===== src/rtl/pipe_ctrl.sv =====
// pipe_ctrl -- hazard and stall controller for a 5-stage in-order pipeline.
//
// Resolves the competing hold/flush requests from ID, EX and MEM into
// per-register hold enables, bubble (NOP) inserts and an IF_ID flush.
// It also counts stalled and flushed cycles, and it trips a sticky watchdog
// when the pipeline has stalled for too long without a break.
//
// Parameters
//   MAX_STALL   consecutive stalled cycles before the watchdog trips (2..255)
//   CNT_W       width of the two performance counters
//
// Ports
//   clk           sole clock, rising edge
//   rst           synchronous reset, active low
//   stallreq_id   load-use hazard detected in ID
//   stallreq_ex   multi-cycle EX operation still busy
//   stallreq_mem  data memory not ready
//   branch_i      taken branch resolved in ID this cycle
//   stall_o       hold enables [0] PC, [1] IF_ID, [2] ID_EX, [3] EX_MEM, [4] MEM_WB
//   bubble_o      NOP insert into the pipeline register of the same index
//   flush_o       IF_ID loads a NOP on the next edge
//   state_o       current controller state (RUN/STALL/FLUSH/TIMEOUT)
//   stall_cnt_o   saturating count of stalled cycles
//   flush_cnt_o   saturating count of flushes
//   timeout_o     watchdog tripped; held until reset
module pipe_ctrl #(
    parameter int MAX_STALL = 16,
    parameter int CNT_W     = 16
) (
    input  logic             clk,
    input  logic             rst,
    input  logic             stallreq_id,
    input  logic             stallreq_ex,
    input  logic             stallreq_mem,
    input  logic             branch_i,
    output logic [4:0]       stall_o,
    output logic [4:0]       bubble_o,
    output logic             flush_o,
    output logic [1:0]       state_o,
    output logic [CNT_W-1:0] stall_cnt_o,
    output logic [CNT_W-1:0] flush_cnt_o,
    output logic             timeout_o
);

    typedef enum logic [1:0] {
        RUN     = 2'd0,
        STALL   = 2'd1,
        FLUSH   = 2'd2,
        TIMEOUT = 2'd3
    } state_t;

    // The stall run that is one short of the limit; one more stalled cycle trips the watchdog.
    localparam logic [7:0] RUN_LIMIT = 8'(MAX_STALL - 1);

    state_t     state;
    state_t     next_state;
    logic [7:0] stall_run;
    logic       stall_any;

    assign stall_any = stallreq_mem | stallreq_ex | stallreq_id;
    assign state_o   = state;
    assign timeout_o = (state == TIMEOUT);

    // Priority resolution and next-state selection. MEM outranks EX, which outranks ID;
    // a branch only acts when nothing is stalling, because a frozen ID stage
    // re-presents the branch once the stall releases. TIMEOUT freezes the whole
    // pipe and ignores every request. Reset forces the control outputs quiet.
    always_comb begin
        stall_o    = 5'b00000;
        bubble_o   = 5'b00000;
        flush_o    = 1'b0;
        next_state = state;

        if (state == TIMEOUT) begin
            stall_o    = 5'b11111;
            next_state = TIMEOUT;
        end else begin
            if (stallreq_mem) begin
                stall_o  = 5'b01111;
                bubble_o = 5'b10000;
            end else if (stallreq_ex) begin
                stall_o  = 5'b00111;
                bubble_o = 5'b01000;
            end else if (stallreq_id) begin
                stall_o  = 5'b00011;
                bubble_o = 5'b00100;
            end else if (branch_i) begin
                flush_o = 1'b1;
            end

            if (stall_any) begin
                next_state = (stall_run == RUN_LIMIT) ? TIMEOUT : STALL;
            end else if (branch_i) begin
                next_state = FLUSH;
            end else begin
                next_state = RUN;
            end
        end

        if (!rst) begin
            stall_o  = 5'b00000;
            bubble_o = 5'b00000;
            flush_o  = 1'b0;
        end
    end

    // State register and consecutive-stall tracker. The tracker freezes in TIMEOUT
    // since that state can only be left through reset.
    always_ff @(posedge clk) begin
        if (!rst) begin
            state     <= RUN;
            stall_run <= 8'd0;
        end else begin
            state <= next_state;
            if (state != TIMEOUT) begin
                stall_run <= stall_any ? stall_run + 8'd1 : 8'd0;
            end
        end
    end

    // Performance counters saturate instead of wrapping so a long run never reads as a small one.
    // Stalls imposed by TIMEOUT itself are not counted.
    always_ff @(posedge clk) begin
        if (!rst) begin
            stall_cnt_o <= '0;
            flush_cnt_o <= '0;
        end else begin
            if ((stall_o != 5'b00000) && (state != TIMEOUT) && (stall_cnt_o != '1)) begin
                stall_cnt_o <= stall_cnt_o + 1'b1;
            end
            if (flush_o && (flush_cnt_o != '1)) begin
                flush_cnt_o <= flush_cnt_o + 1'b1;
            end
        end
    end

endmodule


===== config.mk =====
export PLATFORM = sky130hd
export DESIGN_NAME = pipe_ctrl
export DESIGN_NICKNAME = d
export VERILOG_FILES = /design/src/rtl/pipe_ctrl.sv
export SDC_FILE = /design/constraint.sdc
export NUM_CORES = 1
export LEC_CHECK = 0
export CORE_MARGIN = 8
export CORE_UTILIZATION = 46
export CTS_BUF_LIST = sky130_fd_sc_hd__clkbuf_8
export CTS_CLUSTER_DIAMETER = 60
export DETAILED_ROUTE_END_ITERATION = 10
export PLACE_DENSITY_LB_ADDON = 0.25
export SETUP_SLACK_MARGIN = 0.02
export SLEW_MARGIN = 20
export SYNTH_ARGS = -nofsm -noshare
export SYNTH_HDL_FRONTEND = slang
export SYNTH_SLANG_ARGS = --single-unit

===== constraint.sdc =====
create_clock -name clk -period 1.85 [get_ports clk]
set_clock_uncertainty 0.15 [all_clocks]
set_input_delay 0.37 -clock clk [delete_from_list [all_inputs] [get_ports clk]]
set_output_delay 0.37 -clock clk [all_outputs]
set_load 0.005 [all_outputs]

Word level (Yosys, flattened, before mapping)
Index checks and enable logic that the tools add are counted.
{"block": "classes", "add_sub_neg": 3, "eq_ne": 5, "muxes": 21, "n_bitwise": 2, "reduce_logical": 4}
{"cell": "adder 16 x 1 -> 16 bit, second input constant", "n": 2}
{"cell": "inequality test 16 bit, second input constant", "n": 2}
{"cell": "2-to-1 mux 5 bit", "n": 5}
{"cell": "2-to-1 mux 2 bit", "n": 5}
{"cell": "adder 8 x 1 -> 8 bit, second input constant", "n": 1}
{"cell": "equality test 8 x 4 -> 1 bit, second input constant", "n": 1}
{"cell": "2-to-1 mux 4 bit", "n": 2}
{"cell": "2-to-1 mux 8 bit", "n": 1}
{"cell": "2-to-1 mux 1 bit", "n": 6}
{"cell": "2-to-1 mux 3 bit", "n": 2}
{"cell": "nonzero test 5 bit", "n": 1}
{"cell": "logical AND 1 bit", "n": 3}
{"cell": "equality test 2 bit, second input constant", "n": 1}
{"cell": "inequality test 2 bit, second input constant", "n": 1}
{"cell": "bitwise OR 1 bit", "n": 2}
{"block": "totals", "ff_bits": 42, "input_bits": 6, "out_inout_bits": 46, "wordCells": 39}

Logic depth before layout (Yosys ltp)
Gate-level depths: netlist (run 1).
{"block": "depth", "word_depth": 8, "ltp_mapped": 6, "ltp_nobuf": 6}

Least setup slack after synthesis (run 1)
No wires, ideal clock.
{"block": "synth_timing", "path_kind": "in2out", "start": "input port stallreq_mem", "end": "output port stall_o[1]", "arrival_time_ns": 1.527, "required_time_ns": 1.330, "setup_slack_ns": -0.197, "cell_stages": 5, "path_buffers": 2, "path_cell_list": "or3_1 clkbuf_4 o21ai_1 inv_1 buf_4"}
{"block": "synth_via", "elab_chain_cells": 3}
{"item": "start: declaration", "line": "34", "text": "input logic stallreq_mem,"}
{"item": "2-to-1 mux 4 bit", "line": "78", "text": "if (stallreq_mem) begin"}
{"item": "2-to-1 mux 5 bit", "line": "74", "text": "if (state == TIMEOUT) begin"}
{"item": "2-to-1 mux 5 bit", "line": "100", "text": "if (!rst) begin"}
{"item": "end: declaration", "line": "36", "text": "output logic [4:0] stall_o,"}
No other way between the ends.

Worst setup path after layout (run 1)
{"block": "layout_timing", "start": "register stall_cnt_o[8]", "end": "register stall_cnt_o[7]"}
{"block": "layout_via", "elab_chain_cells": 2}
{"item": "start: declaration", "line": "40", "text": "output logic [CNT_W-1:0] stall_cnt_o,"}
{"item": "start signal: assignment", "line": "129", "text": "stall_cnt_o <= stall_cnt_o + 1'b1;"}
{"item": "inequality test 16 bit", "line": "128", "text": "if ((stall_o != 5'b00000) && (state != TIMEOUT) && (stall_cnt_o != '1)) begin"}
{"item": "logical AND 1 bit", "line": "128"}
No other way between the ends.
A chain may end at the register's enable or synchronous reset.

==> results of run 1 <==
==> per-stage QoR <==
stage / setup slack, ps / utilization [%] / power [mW] / TNS, ps
4_1_cts: 21.24 / 71.00 / 1.898 / 0
5_1_grt: -56.12 / 74.23 / 1.968 / -289.6
3_5_place_dp: -598.2 / 67.15 / 1.147 / -19570
6_report: 11.38 / 74.23 / 1.889 / 0
2_1_floorplan: 22.33 / - / 1.045 / 0
3_3_place_gp: -545.3 / 67.15 / 1.143 / -18020
==> power by group <==
group	internal, mW	switching, mW
Combinational	0.112	0.0966
Clock	0.432	0.308
Sequential	0.922	0.0185
==> metal layers <==
metal,wire length (um),vias to the layer above,share of wire (%)
met1,2501,978,43
met4,124,0,2.1
met2,2943,48,50
met5,0,-,0
met3,272,11,4.7
li1,-,1029,-
==> cell type report <==
cell class / count / area, um2 / share of cell area, %
clock inverter: 1 / 30.03 / 0.9227
clock buffer: 6 / 82.58 / 2.537
multi-input combinational: 177 / 1309 / 40.22
tap: 52 / 65.06 / 1.999
sequential: 42 / 869.6 / 26.72
inverter: 7 / 26.28 / 0.8074
timing repair buffer: 102 / 872.1 / 26.80
==> repair_timing <==
action / 4_1_cts / 5_1_grt
setup endpoints to repair: 45 / 44
setup buffers: 4 / 8
pin swaps: 5 / 6
resized for setup: 59 / 28
==> cells in the final DEF (no fill, tap or decap), drive strengths merged, types with 6 or more instances in the layout <==
| master | count |
|---|---|
| buf | 60 |
| nand3 | 7 |
| mux2i | 10 |
| dfxtp | 42 |
| inv | 7 |
| nor2 | 30 |
| nor3 | 7 |
| o21ai | 6 |
| clkbuf | 7 |
| clkdlybuf4s50 | 31 |
| xnor2 | 14 |
| nand4 | 19 |
| and3 | 8 |
| nand2 | 24 |
| nor4 | 7 |
| xor2 | 9 |
==> final timing paths <==
check                                                  from                     endpoint  slack [ps]  cells after the start
worst max-delay path            stall_cnt_o[8]$_SDFFE_PN0P_  stall_cnt_o[7]$_SDFFE_PN0P_          10                      6
worst min-delay path            stall_cnt_o[2]$_SDFFE_PN0P_  stall_cnt_o[2]$_SDFFE_PN0P_         300                      1
worst max register to register  stall_cnt_o[8]$_SDFFE_PN0P_  stall_cnt_o[7]$_SDFFE_PN0P_          10                      6
worst min register to register  stall_cnt_o[2]$_SDFFE_PN0P_  stall_cnt_o[2]$_SDFFE_PN0P_         300                      1
==> kinds of logic after synthesis <==
group / after synthesis
AND/OR/NAND/NOR: 117
flip-flops: 42
XOR/XNOR: 23
AO/OA/AOI/OAI: 22
buffers and inverters: 15
multiplexers: 10
adder cells (fa/ha/maj): 3
other: 1
==> flip-flops by register name (all words and copies together), names as in the netlist <==
register	flops
state_o	2
stall_cnt_o	16
stall_run	8
flush_cnt_o	16
==> worst max-delay path: cells and delay by family (launching register included) <==
kind | cells | cell delay (ps)
flip-flops | 1 | 400
buffers and inverters | 1 | 190
XOR/XNOR | 1 | 170
AND/OR/NAND/NOR | 4 | 810
==> impl_metrics.toml, run 1 <==
[drt]
drt-initial-drc-count = 116
wire_per_inst_um = 15.10
first_pass_iters = 4
drc = 0
totalWireLength_um = 5842
ant_nets = 0
viasPerCell = 5.339
vias = 2066

[setup_path]
crit_chain = "nand4_2 -> nor4_4 -> buf_4 -> nor3_1 -> xnor2_1 -> nor2_1"
path_class = "register to register"
cp.arrival_ps = 1870
crit_path_top_delay_cell = "nor4_4"
crit_path_max_fanout = 6
cp_data_required_time_ps = 1880
cp-start-kind = "register"
end_kind = "register"
slowest_delay_ps = 440

[floorplan]
core_um2 = 4384
io_pins = 52
num_rows = 24
initial_core_util_pct = 48.32
fp.dieH_um = 83.86
die_area_um2 = 7033
fp.dieW_um = 83.86

[timing]
drv_slew = 0
layout_min_cycle_time_ps = 1839
rsz0062_at_grt = "yes"
hold_violations = 0
fmax_ghz = 0.5439
setup_violations = 0
fin_hold_ws_ps = 303.2
post-route-period-util_pct = 99.38

[global_route]
grt_remaining_overflow = 0
gr-usage-met3_pct = 4.395
first_global_vias = 2047
antenna_found_initial = 0
met2_usage_pct = 26.95
grt_max_degree = 19
grt.met1_usage_pct = 17.89
top_usage_layer = "met2"
grt_first_pass_wirelength_um = 9356
grt_usage_pct = 15.81

[yosys]
yosysUniqueCellTypes = 48
synth_top_family_by_area = "simple AND/OR/NAND/NOR gates"
synth-async-reset-ratio_pct = 0
synth-compound-area-share_pct = 8.328
netlist_area_um2 = 2118
synth_top_area_share_pct = 39.69
synth_area_leaders = "dfxtp_1 40%, xnor2_1 5.8%, nor2_1 5.1%, mux2i_1 4.7%, nand4_1 4.7%"
synth_most_common_cell = "dfxtp_1"
avgSynthCellArea_um2 = 9.091
synth-xor-area-share_pct = 9.510
yosys_warnings = 0
synthSimpleGateAreaFrac_pct = 32.07
yosys.area.top_type = "dfxtp_1"
synth-seq-cells = 42
synth_fa_ha_area_share_pct = 1.772
synth_common_cells = "42 x dfxtp_1, 29 x nor2_1, 24 x nand2_1"
syn_inst = 233
synthMuxAreaShare_pct = 4.725
synth_edf_count = 0
seq_area_frac_synth_pct = 39.69
synth_ff_type = "dfxtp_1"

[run]
drv_cap = 0

[cells_and_area]
final_area_um2 = 3254
syn_to_final_growth_pct = 53.63
fillCellCount = 321
final_cells = 387
antenna_cells = 0
drive_above_1_share_pct = 35.22
num-nets-final = 344

[place]
place_inst = 368
dp_hpwl_um = 4028
dpl_cell_area_um2 = 2944
place.gp.congestion = 0.8370
portBuffers = 49

[cts]
cts_buffer_depth = 2
cts_buffers = 5
clkLatencyLatePin_ps = 300
htree_levels = 2
tritoncts = "done"
hold_buffers = 0
clkTransAtPathRegs_ps = 70
cts_root_buf = "clkbuf_8"
cts_num_sinks = 42

[run_status]
outcome = "finished clean"

[power_and_ir_drop]
power_density_nw_per_um2 = 580.5
ir_worst_vdd_mv = 0.4421
p_leak_nw = 1.420

[hold_path]
hp-class = "register to register"
Power figures use the tool's default switching activity.
==> inputs of run 2 (changes only) <==
--- a/config.mk
+++ b/config.mk
@@ -10,7 +10,7 @@
 export CTS_BUF_LIST = sky130_fd_sc_hd__clkbuf_8
 export CTS_CLUSTER_DIAMETER = 60
 export DETAILED_ROUTE_END_ITERATION = 10
-export PLACE_DENSITY_LB_ADDON = 0.25
+export PLACE_DENSITY = 0.78
 export SETUP_SLACK_MARGIN = 0.02
 export SLEW_MARGIN = 20
 export SYNTH_ARGS = -nofsm -noshare
==> impl_metrics.toml, run 2 (synthesis results as in run 1) <==
[run_status]
outcome = "finished clean"

[place]
place.gp.congestion = 0.8597
place_ws_ps = -572.5
dpl_cell_area_um2 = 2967
place_inst = 371
dp_hpwl_um = 4316
portBuffers = 49

[cells_and_area]
reg.largest.list = "flush_cnt_o x16, stall_cnt_o x16, stall_run x8"
drive_above_1_share_pct = 36.66
syn_to_final_growth_pct = 57.12
antenna_cells = 0
utilization_pct = 75.91
final_area_um2 = 3328
most-common-layout-cells = "52 x buf_4, 29 x nor2_1, 26 x clkdlybuf4s50_1"
layout_commonest_cell = "buf_4"
num-nets-final = 349
final_cells = 393

[drt]
first_pass_iters = 4
viasPerCell = 5.326
wire_per_inst_um = 15.56
vias = 2093
drt-initial-drc-count = 92
drc = 0
totalWireLength_um = 6117
ant_nets = 0

[timing]
finalWorstSetupSlack_ps = 11.51
layout_min_cycle_time_ps = 1838
drv_slew = 0
tns_ps = 0
setup_violations = 0
fin_hold_ws_ps = 350.6
rsz0062_at_grt = "yes"
hold_violations = 0
post-route-period-util_pct = 99.38
fmax_ghz = 0.5439

[global_route]
grt_first_pass_wirelength_um = 9804
grt_remaining_overflow = 0
grt_max_degree = 18
first_global_vias = 2149
antenna_found_initial = 0
grt_usage_pct = 16.61

[setup_path]
r2r_cells = 7
cp-start-kind = "input pin"
rrSetupSlack_ps = 60
crit_path_max_fanout = 3
endpoint = "stall_o[1]"
path_class = "input pin to output port"
end_kind = "output port"
r2r-end = "stall_cnt_o[4]$_SDFFE_PN0P_"
cp_data_required_time_ps = 1330
cp.arrival_ps = 1320
startpoint = "stallreq_mem"
r2r-start = "state_o[0]$_SDFF_PN0_"

[floorplan]
io_pins = 52
num_rows = 24
core_um2 = 4384
initial_core_util_pct = 48.32
die_area_um2 = 7033
fp.dieW_um = 83.86
fp.dieH_um = 83.86

[cts]
htree_levels = 2
cts_root_buf = "clkbuf_8"
cts_buffers = 5
hold_buffers = 0
clkLatencyLatePin_ps = 300
clkTransAtPathRegs_ps = 80
tritoncts = "done"
cts_buffer_depth = 2
cts_num_sinks = 42

[hold_path]
hp-class = "register to register"

[power_and_ir_drop]
ir_worst_vdd_mv = 0.4764
power_mw = 1.789
power_density_nw_per_um2 = 537.5
p_leak_nw = 1.557

[run]
drv_cap = 0
run 2: how the worst min path moves through the flow:
stage / start / end / slack [ps] / cells after the start
after floorplan: stall_run[1]$_SDFFE_PN0P_ / stall_run[1]$_SDFFE_PN0P_ / 310 / 1
after global placement: stall_cnt_o[8]$_SDFFE_PN0P_ / stall_cnt_o[8]$_SDFFE_PN0P_ / 330 / 1
after detailed placement: stall_cnt_o[8]$_SDFFE_PN0P_ / stall_cnt_o[8]$_SDFFE_PN0P_ / 330 / 1
after CTS: stall_cnt_o[8]$_SDFFE_PN0P_ / stall_cnt_o[8]$_SDFFE_PN0P_ / 350 / 1
after global routing: stall_run[1]$_SDFFE_PN0P_ / stall_run[1]$_SDFFE_PN0P_ / 380 / 1
final: flush_cnt_o[13]$_SDFFE_PN0P_ / flush_cnt_o[13]$_SDFFE_PN0P_ / 350 / 2
run 2: power breakdown:
| group | total, mW | internal [mW] | switching (mW) |
|---|---|---|---|
| registers | 0.939 | 0.921 | 0.0186 |
| clock network | 0.631 | 0.300 | 0.331 |
| logic | 0.219 | 0.117 | 0.101 |
| total | 1.79 | 1.34 | 0.451 |
run 2: per-layer routing:
| metal | part of all wire (%) | vias up | track usage, % |
|---|---|---|---|
| li1 | - | 1034 | - |
| met2 | 53 | 46 | 30.11 |
| met1 | 42 | 1003 | 18.02 |
| met5 | 0 | - | 0 |
| met4 | 1.6 | 0 | 5.808 |
| met3 | 3.7 | 10 | 4.297 |
run 2: critical path, cell delays in order:
cell and delay [ps]:
dlygate4sd2_1 260, or3_4 350, o21ai_4 160, inv_2 60, buf_6 110
run 2: repair_timing:
| item | in CTS | in global routing |
|---|---|---|
| setup buffers | 6 | 9 |
| gates cloned | 0 | 0 |
| gates resized for setup | 56 | 45 |
| pin swaps | 5 | 11 |
| endpoints found under the setup margin | 47 | 50 |
run 2: area by class of cell:
cell class                      instances  area, um2
Inverter                                7      28.78
Clock inverter                          2      12.51
Multi-Input combinational cell        177       1326
Clock buffer                            6      82.58
Timing Repair Buffer                  107      939.7
Sequential cell                        42      873.3
Fill cell                             308       1056
Tap cell                               52      65.06
